$ cat config.mk
export PLATFORM = sky130hd
export DESIGN_NAME = mux_sel_serializer
export DESIGN_NICKNAME = d
export VERILOG_FILES = /design/src/rtl/mux_sel_serializer_pkg.sv /design/src/rtl/mux_8x1.sv /design/src/rtl/mux_sel_serializer.sv
export SDC_FILE = /design/constraint.sdc
export NUM_CORES = 1
export LEC_CHECK = 0
export CAP_MARGIN = 25
export CORE_MARGIN = 2
export CORE_UTILIZATION = 47
export CTS_CLUSTER_DIAMETER = 200
export CTS_CLUSTER_SIZE = 20
export DETAILED_ROUTE_END_ITERATION = 8
export PLACE_DENSITY_LB_ADDON = 0.05
export REMOVE_ABC_BUFFERS = 1
export SLEW_MARGIN = 20
export SYNTH_ARGS = -nofsm -noshare
export SYNTH_HDL_FRONTEND = slang
export SYNTH_HIERARCHICAL = 1
export SYNTH_SLANG_ARGS = --single-unit
$ cat constraint.sdc
create_clock -name clk -period 2.1 [get_ports clk]
set_input_delay 0.315 -clock clk [delete_from_list [all_inputs] [get_ports clk]]
set_output_delay 0.315 -clock clk [all_outputs]
set_load 0.01 [all_outputs]
$ cat src/rtl/mux_sel_serializer_pkg.sv
// Shared constants and state encoding for the select-driving serializer.
package mux_sel_serializer_pkg;

    localparam int DATA_W = 8;
    localparam int SEL_W  = 3;

    typedef enum logic {
        ST_IDLE  = 1'b0,
        ST_SHIFT = 1'b1
    } state_e;

    function automatic logic [SEL_W-1:0] first_sel(input int msb_first);
        return (msb_first != 0) ? 3'd7 : 3'd0;
    endfunction

    function automatic logic [SEL_W-1:0] last_sel(input int msb_first);
        return (msb_first != 0) ? 3'd0 : 3'd7;
    endfunction

endpackage

$ cat src/rtl/mux_8x1.sv
// 8:1 bit multiplexer: Y = I[S].
module mux_8x1 (
    input  logic [7:0] I,
    input  logic [2:0] S,
    output logic       Y
);

    always_comb begin
        Y = I[S];
    end

endmodule

$ cat src/rtl/mux_sel_serializer.sv
// Parallel-to-serial stage stepping the 8:1 mux select; zero-gap word streaming.
module mux_sel_serializer
    import mux_sel_serializer_pkg::*;
#(
    parameter int MSB_FIRST = 0,
    parameter int CNT_W     = 16
) (
    input  logic              clk,
    input  logic              rst_n,
    input  logic              in_valid,
    output logic              in_ready,
    input  logic [DATA_W-1:0] in_data,
    output logic [SEL_W-1:0]  sel,
    output logic              ser_out,
    output logic              ser_valid,
    output logic              frame_start,
    output logic              frame_end,
    output logic              busy,
    output logic [CNT_W-1:0]  word_cnt
);

    localparam logic [SEL_W-1:0] FIRST = first_sel(MSB_FIRST);
    localparam logic [SEL_W-1:0] LAST  = last_sel(MSB_FIRST);

    state_e              state_q;
    logic [DATA_W-1:0]   data_q;
    logic [SEL_W-1:0]    sel_q;
    logic [SEL_W-1:0]    sel_d;
    logic [CNT_W-1:0]    cnt_q;
    logic                shifting;
    logic                at_last;
    logic                load;
    logic                mux_y;

    assign shifting = (state_q == ST_SHIFT);
    assign at_last  = shifting && (sel_q == LAST);
    // Gated by rst_n so the handshake stays closed while reset is held.
    assign in_ready = rst_n && ((state_q == ST_IDLE) || at_last);
    assign load     = in_valid && in_ready;

    always_comb begin
        sel_d = sel_q;
        if (load || at_last) begin
            sel_d = FIRST;
        end else if (shifting) begin
            sel_d = (MSB_FIRST != 0) ? sel_q - 3'd1 : sel_q + 3'd1;
        end
    end

    always_ff @(posedge clk or negedge rst_n) begin
        if (!rst_n) begin
            state_q <= ST_IDLE;
            data_q  <= '0;
            sel_q   <= FIRST;
            cnt_q   <= '0;
        end else begin
            sel_q <= sel_d;
            if (load) begin
                data_q <= in_data;
            end
            if (at_last) begin
                cnt_q <= cnt_q + CNT_W'(1);
            end
            case (state_q)
                ST_IDLE: begin
                    if (in_valid) begin
                        state_q <= ST_SHIFT;
                    end
                end
                ST_SHIFT: begin
                    if (at_last && !in_valid) begin
                        state_q <= ST_IDLE;
                    end
                end
                default: state_q <= ST_IDLE;
            endcase
        end
    end

    mux_8x1 u_mux (
        .I (data_q),
        .S (sel_q),
        .Y (mux_y)
    );

    assign sel         = sel_q;
    assign busy        = shifting;
    assign ser_valid   = shifting;
    assign ser_out     = mux_y & shifting;
    assign frame_start = shifting && (sel_q == FIRST);
    assign frame_end   = at_last;
    assign word_cnt    = cnt_q;

endmodule

==> metrics.yaml, run 1 <==
status:
  status: "finished with violations"
  violations: "setup timing"
synthesis:
  synth_ff_type: "dfrtp_1"
  yosys_warnings: 6
  synth_cells: 104
  synth_most_common_cell: "dfrtp_1"
  synth_top_cells_by_count: "dfrtp_1, xnor2_1, mux2_2, nand3_1, nand2_1"
  syn_avg_cell_area_um2: 12.8
  yosysUniqueCellTypes: 26
  synth_area_um2: 1330
  ys_seq_elements: 28
  synth_seq_area_share_pct: 52.6
  synth_top_area_cell: "dfrtp_1"
  synthArstFlopShare_pct: 100
  synth_edf_count: 0
  synthTopCellsByArea: "dfrtp_1, xnor2_1, mux2_2"
  yosysTopAreaCellShare_pct: 52.6
setup_path:
  r2r-end: "data_q[7]$_DFFE_PN0P_"
  cp_max_fo: 3
  crit_chain: "buf_6, mux4_2, mux2_4, and2_4, buf_6"
  cp_slowest_cell: "mux4_2"
  startpoint_type: "flip-flop"
  max_stage_delay_ps: 480
  crit_top_cell: "buf_6"
  cp-end-kind: "primary output"
  worstPathRequired_ps: 1780
  r2r_start: "sel[0]$_DFFE_PN0P_"
  crit_type: "flip-flop to primary output"
  r2r_cells: 8
  critPathArrivalTime_ps: 1880
  regToRegSetupSlack_ps: 100
clock_tree:
  clk_path_buf_depth: 2
  cts_tree: "built"
  clkSlewWorstSetupHoldPaths_ps: 150
  cts-buffers-inserted: 3
  numClockSinks: 28
  cts_root_buf: "clkbuf_4"
  hold_buffers: 0
  htree_levels: 1
  clk_latency_ps: 320
flow_run:
  maxCapViolCount: 0
cells_and_area:
  antennaDiodeCount: 0
  fin_util_pct: 66.6
  multi_input_comb_area_um2: 603
  drive_gt1_share_pct: 26.2
  syn_to_final_growth_pct: 36.7
  fin_nets: 165
  nFillCells: 214
  seq_area_um2: 702
timing:
  max_freq_ghz: 0.455
  setup_viol: 2
  post-route-period-util_pct: 105
  final.min_clock_period_ps: 2200
  tightest_slew_ps: 453
  finClkSkew_ps: 6.10
  timing.final.ws_setup_ps: -97.9
  slew_viol_final: 0
  rsz0062_at_grt: "true"
  maxSlewHeadroom_pct: 69.8
  hold_violations: 0
  timing.setup.tns_ps: -121
drt:
  ant_nets: 0
  met3_length_um: 83
  drt_wl_total_um: 2550
  drtPass1Iterations: 4
  highest_layer: "met4"
  drt_iter0_drc: 34
  via_count: 916
  via_per_inst: 5.09
  met1_length_um: 1230
  met2_length_um: 1220
  routedWlPerCell_um: 14.1
  post-route-drc-count: 0
worst_hold_path:
  hp-class: "input port to asynchronous set/reset pin"
placed_design:
  portBuffers: 35
  hpwl_um: 1750
  gp_congestion: 0.759
  dp_slack_ps: -71.7
floorplanning:
  pin_count: 36
  die-area_um2: 3280
  core_region_area_um2: 2730
  die_h_um: 57.2
  die_w_um: 57.2
  placementRows: 19
  initial_utilization_pct: 48.7
global_routing:
  grt_pass1_wl_um: 4150
  grt_usage_pct: 16.6
  antenna_found_initial: 0
  grt_pass1_vias: 903
  grt-ovfl-total: 0
  grt_max_degree: 30
power:
  vdd_ir_drop_max_mv: 0.837
  p_leak_nw: 0.828
  p_per_area_nw_per_um2: 1150
-- report_power, final --
part	switching, W	leakage [nW]	total, W	internal, W
logic	0.000354	0.449	0.000976	0.000622
registers	0.000159	0.358	0.000853	0.000694
clock network	0.000154	0.0210	0.000260	0.000106
total	0.000667	0.828	0.00209	0.00142
-- area by class of cell --
| cell class | count | area share, % |
|---|---|---|
| sequential | 28 | 38.5 |
| timing repair buffer | 44 | 23.2 |
| inverter | 5 | 1.03 |
| multi-input combinational | 68 | 33.1 |
| tap | 31 | 2.13 |
| clock buffer | 4 | 1.99 |
-- through the flow --
step | cells | total power [W] | area (um^2) | hold WS, ps
final | 180 | 0.00209 | 1820 | 394
after global routing | 180 | 0.00223 | 1820 | 424
after CTS | 178 | 0.00198 | 1780 | 392
after detailed placement | 172 | 0.00170 | 1730 | 469
after global placement | 172 | 0.00167 | 1730 | 460
after floorplan | 101 | 0.00128 | 1310 | 19.4
-- how the worst max path moves through the flow --
stage / startpoint / endpoint / slack, ps / cells past startpoint
after global placement: sel[0]$_DFFE_PN0P_ / ser_out / -30 / 4
final: sel[0]$_DFFE_PN0P_ / ser_out / -100 / 5
after floorplan: sel[0]$_DFFE_PN0P_ / data_q[0]$_DFFE_PN0P_ / 320 / 5
after global routing: sel[0]$_DFFE_PN0P_ / ser_out / -160 / 5
after detailed placement: sel[0]$_DFFE_PN0P_ / ser_out / -70 / 4
after CTS: sel[0]$_DFFE_PN0P_ / ser_out / -140 / 5
-- sequential cells by signal, indices dropped and copies added, names as in the netlist --
register / cells
word_cnt: 16
data_q: 8
sel: 3
busy: 1
-- worst max-delay path: cells and delay by family, from the launching register on --
family / cells / cell delay [ps]
buffers and inverters: 2 / 220
flip-flops: 1 / 430
multiplexers: 2 / 760
AND/OR/NAND/NOR: 1 / 160
-- cell families (layout without fill, tap and decap cells) --
family / after synthesis / in the layout / share of synthesized area, %
AO/OA/AOI/OAI: 3 / 3 / 1.22
multiplexers: 12 / 12 / 12.4
adder cells (fa/ha/maj): 4 / 4 / 3.76
buffers and inverters: 8 / 53 / 3.38
AND/OR/NAND/NOR: 34 / 34 / 16.8
XOR/XNOR: 15 / 15 / 9.86
flip-flops: 28 / 28 / 52.6
-- layout by cell type, fill, tap and decap left out, drive strengths merged, types with 2 or more instances in the layout --
cell type and count:
clkbuf 5, and3 2, nand2 6, and2 2, buf 11, o21ai 2
inv 5, mux4 2, nand3b 2, nand3 11, mux2 10, clkdlybuf4s50 31
xnor2 13, dfrtp 28, nand2b 2, ha 4, nand4 3, nor2 4
xor2 2
-- layer usage --
metal	GRT usage, %	vias to the layer above
li1	-	443
met1	23.5	451
met2	26.4	20
met3	2.04	2
met4	5.98	0
met5	0	-
-- timing repair --
| item | in CTS | in global routing |
|---|---|---|
| setup buffers | 2 | 2 |
| resized for setup | 13 | 12 |
| gates cloned | 0 | 0 |
| endpoints found under the setup margin | 4 | 4 |
| pin swaps | 0 | 2 |
Note: power is estimated with default switching activity, not from simulation.
==> inputs of run 2 (changes only) <==
- CORE_UTILIZATION: 47 -> 49
- CTS_BUF_LIST: default -> sky130_fd_sc_hd__clkbuf_4
- PLACE_DENSITY_LB_ADDON: 0.05 -> 0.25
==> run 2 against run 1 <==
Against the previous run: the flow still finishes with violations (setup timing); core utilization rose by 3.2 points; power fell by 7.9%; final cell count fell by 2.2%; non-clock buffer count fell by 2; via count rose by 0.55%; worst setup slack improved by 36 ps; clock power fell by 17%; die area fell by 3.8%; largest cell class unchanged.
==> metrics.yaml, run 2 (synthesized netlist as in run 1, its figures left out) <==
setup_path:
  max_stage_delay_ps: 480  # about the same
  cp_slowest_cell: "mux4_2"
  regToRegSetupSlack_ps: 100  # about the same
  cp_top_family: "multiplexers"
  crit_chain: "buf_6, mux4_2, mux2_2, and2_1, buf_2"
  critPathArrivalTime_ps: 1850  # -30 ps
  startpoint_type: "flip-flop"
  cp-end-kind: "primary output"
  worstPathRequired_ps: 1780  # about the same
  crit_type: "flip-flop to primary output"
  cp_num_buf_inv: 2  # unchanged
  cp_max_fo: 3  # unchanged
timing:
  timing.final.ws_setup_ps: -61.9  # +36.0 ps
  maxSlewHeadroom_pct: 71.4  # +1.6 points
  tightest_slew_ps: 428  # -24.6 ps
  final.min_clock_period_ps: 2160  # -36.0 ps
  slew_viol_final: 0  # unchanged
  setup_viol: 1  # -1
  timing.setup.tns_ps: -61.9  # +58.8 ps
  rsz0062_at_grt: "true"
  post-route-period-util_pct: 103  # -1.7 points
  max_freq_ghz: 0.463  # +1.7%
  hold_violations: 0  # unchanged
  finClkSkew_ps: 1.59  # -4.50 ps
global_routing:
  grt_pass1_vias: 937  # +3.8%
  grt_pass1_wl_um: 4300  # +3.5%
  antenna_found_initial: 0  # unchanged
  grt-ovfl-total: 0  # unchanged
  grt_usage_pct: 17.7  # +1.1 points
  grt_max_degree: 30  # unchanged
cells_and_area:
  fin_nets: 163  # -1.2%
  post-route-cell-area_um2: 1760  # -3.3%
  fin_cells: 176  # -2.2%
  syn_to_final_growth_pct: 32.2
  antennaDiodeCount: 0  # unchanged
  mostFrequentLayoutCells: "clkdlybuf4s50_1, dfrtp_1, xnor2_1"
  nFillCells: 208  # -2.8%
  drive_gt1_share_pct: 24.0  # -2.2 points
  final_common_cell: "clkdlybuf4s50_1"
  largest_reg_flops: 16  # unchanged
power:
  power_switching_w: 0.000640  # -4.1%
  vdd_ir_drop_max_mv: 0.775  # -7.3%
  clkPwrFrac_pct: 11.2  # -1.2 points
  p_per_area_nw_per_um2: 1090  # -4.7%
  comb_power_share_pct: 45.0  # -1.7 points
  intPower_w: 0.00128  # -9.6%
  finalPower_w: 0.00192  # -7.9%
  swShare_pct: 33.2  # +1.3 points
  p_seq_share_pct: 43.8  # +3.0 points
  p_leak_nw: 0.791  # -4.5%
drt:
  routedWlPerCell_um: 14.4  # +2.0%
  post-route-drc-count: 0  # unchanged
  drtPass1Iterations: 4  # unchanged
  drt_wl_total_um: 2540  # -0.24%
  drt_iter0_drc: 9  # -74%
  via_per_inst: 5.23  # +2.8%
  ant_nets: 0  # unchanged
  via_count: 921  # +0.55%
clock_tree:
  cts_tree: "built"
  cts-buffers-inserted: 3  # unchanged
  htree_levels: 1  # unchanged
  clkSlewWorstSetupHoldPaths_ps: 140  # about the same
  numClockSinks: 28  # unchanged
  cts_root_buf: "clkbuf_4"
  clk_path_buf_depth: 2  # unchanged
  clk_latency_ps: 320  # about the same
  hold_buffers: 0  # unchanged
status:
  status: "finished with violations"
  violations: "setup timing"
placed_design:
  portBuffers: 35  # unchanged
  placed_cells: 170  # -1.2%
  dp_slack_ps: -152  # -80.7 ps
  hpwl_um: 1830  # +4.9%
  post_dp_cell_area_um2: 1720  # -0.51%
  gp_congestion: 0.710  # -6.4%
flow_run:
  maxCapViolCount: 0  # unchanged
worst_hold_path:
  hp-class: "input port to asynchronous set/reset pin"
floorplanning:
  core_region_area_um2: 2520  # -7.7%
  die-area_um2: 3150  # -3.8%
  die_h_um: 56.2  # -1.9%
  pin_count: 36  # unchanged
  placementRows: 18  # -1
  initial_utilization_pct: 52.8  # +4.1 points
  die_w_um: 56.2  # -1.9%
[run 2: worst reg2reg max path, stage by stage (launching register included)]
cell	delay, ps
dfrtp_2	430
buf_4	150
ha_1	190
ha_2	190
nand2b_2	190
buf_4	160
nand3_2	200
mux2_2	380
[run 2: worst paths after layout]
path | from | end | depth (start not counted)
max | sel[0]$_DFFE_PN0P_ | ser_out | 5
min | rst_n | busy$_DFF_PN0_ | 2
max reg2reg | sel[0]$_DFFE_PN0P_ | data_q[7]$_DFFE_PN0P_ | 7
min reg2reg | word_cnt[15]$_DFFE_PN0P_ | word_cnt[15]$_DFFE_PN0P_ | 1
max in group asynchronous | rst_n | sel[0]$_DFFE_PN0P_ | 2
min in group clk | word_cnt[15]$_DFFE_PN0P_ | word_cnt[15]$_DFFE_PN0P_ | 1
[run 2: timing repair]
item                       in CTS  in global routing
buffers inserted                3                  0
setup endpoints to repair       4                  3
gates resized for setup        16                  1
pin swaps                       0                  0
cloned                          0                  0
[run 2: power groups by stage]
stage	sequential, W	clock (W)	combinational [W]
after floorplan	0.000864	0	0.000415
after global placement	0.000847	0	0.000805
after detailed placement	0.000863	0	0.000834
after CTS	0.000843	0.000223	0.000869
after global routing	0.000863	0.000245	0.000939
final	0.000844	0.000215	0.000865
[run 2: area by class of cell]
type	instances	area, um^2	area share (%)
inverters	5	18.8	1.07
clock buffers	3	22.5	1.28
multi-input cells	68	587	33.3
repair buffers	42	394	22.4
well taps	30	37.5	2.13
flip-flops and latches	28	702	39.8
[run 2: per-layer routing]
metal  routed length [um]  vias to the layer above  share of wire (%)  GRT usage, %
met4                   63                        0                2.5          9.18
li1                     -                      440                  -             -
met5                    0                        -                  0             0
met1                 1180                      452                 46          23.1
met2                 1210                       23                 48          28.2
met3                   83                        6                3.3          2.79
[run 2: through the flow]
step | hold slack, ps | utilization, %
6_report | 391 | 69.8
4_1_cts | 398 | 69.7
3_3_place_gp | 461 | 68.4
3_5_place_dp | 471 | 68.4
2_1_floorplan | 19.4 | -
5_1_grt | 420 | 69.8
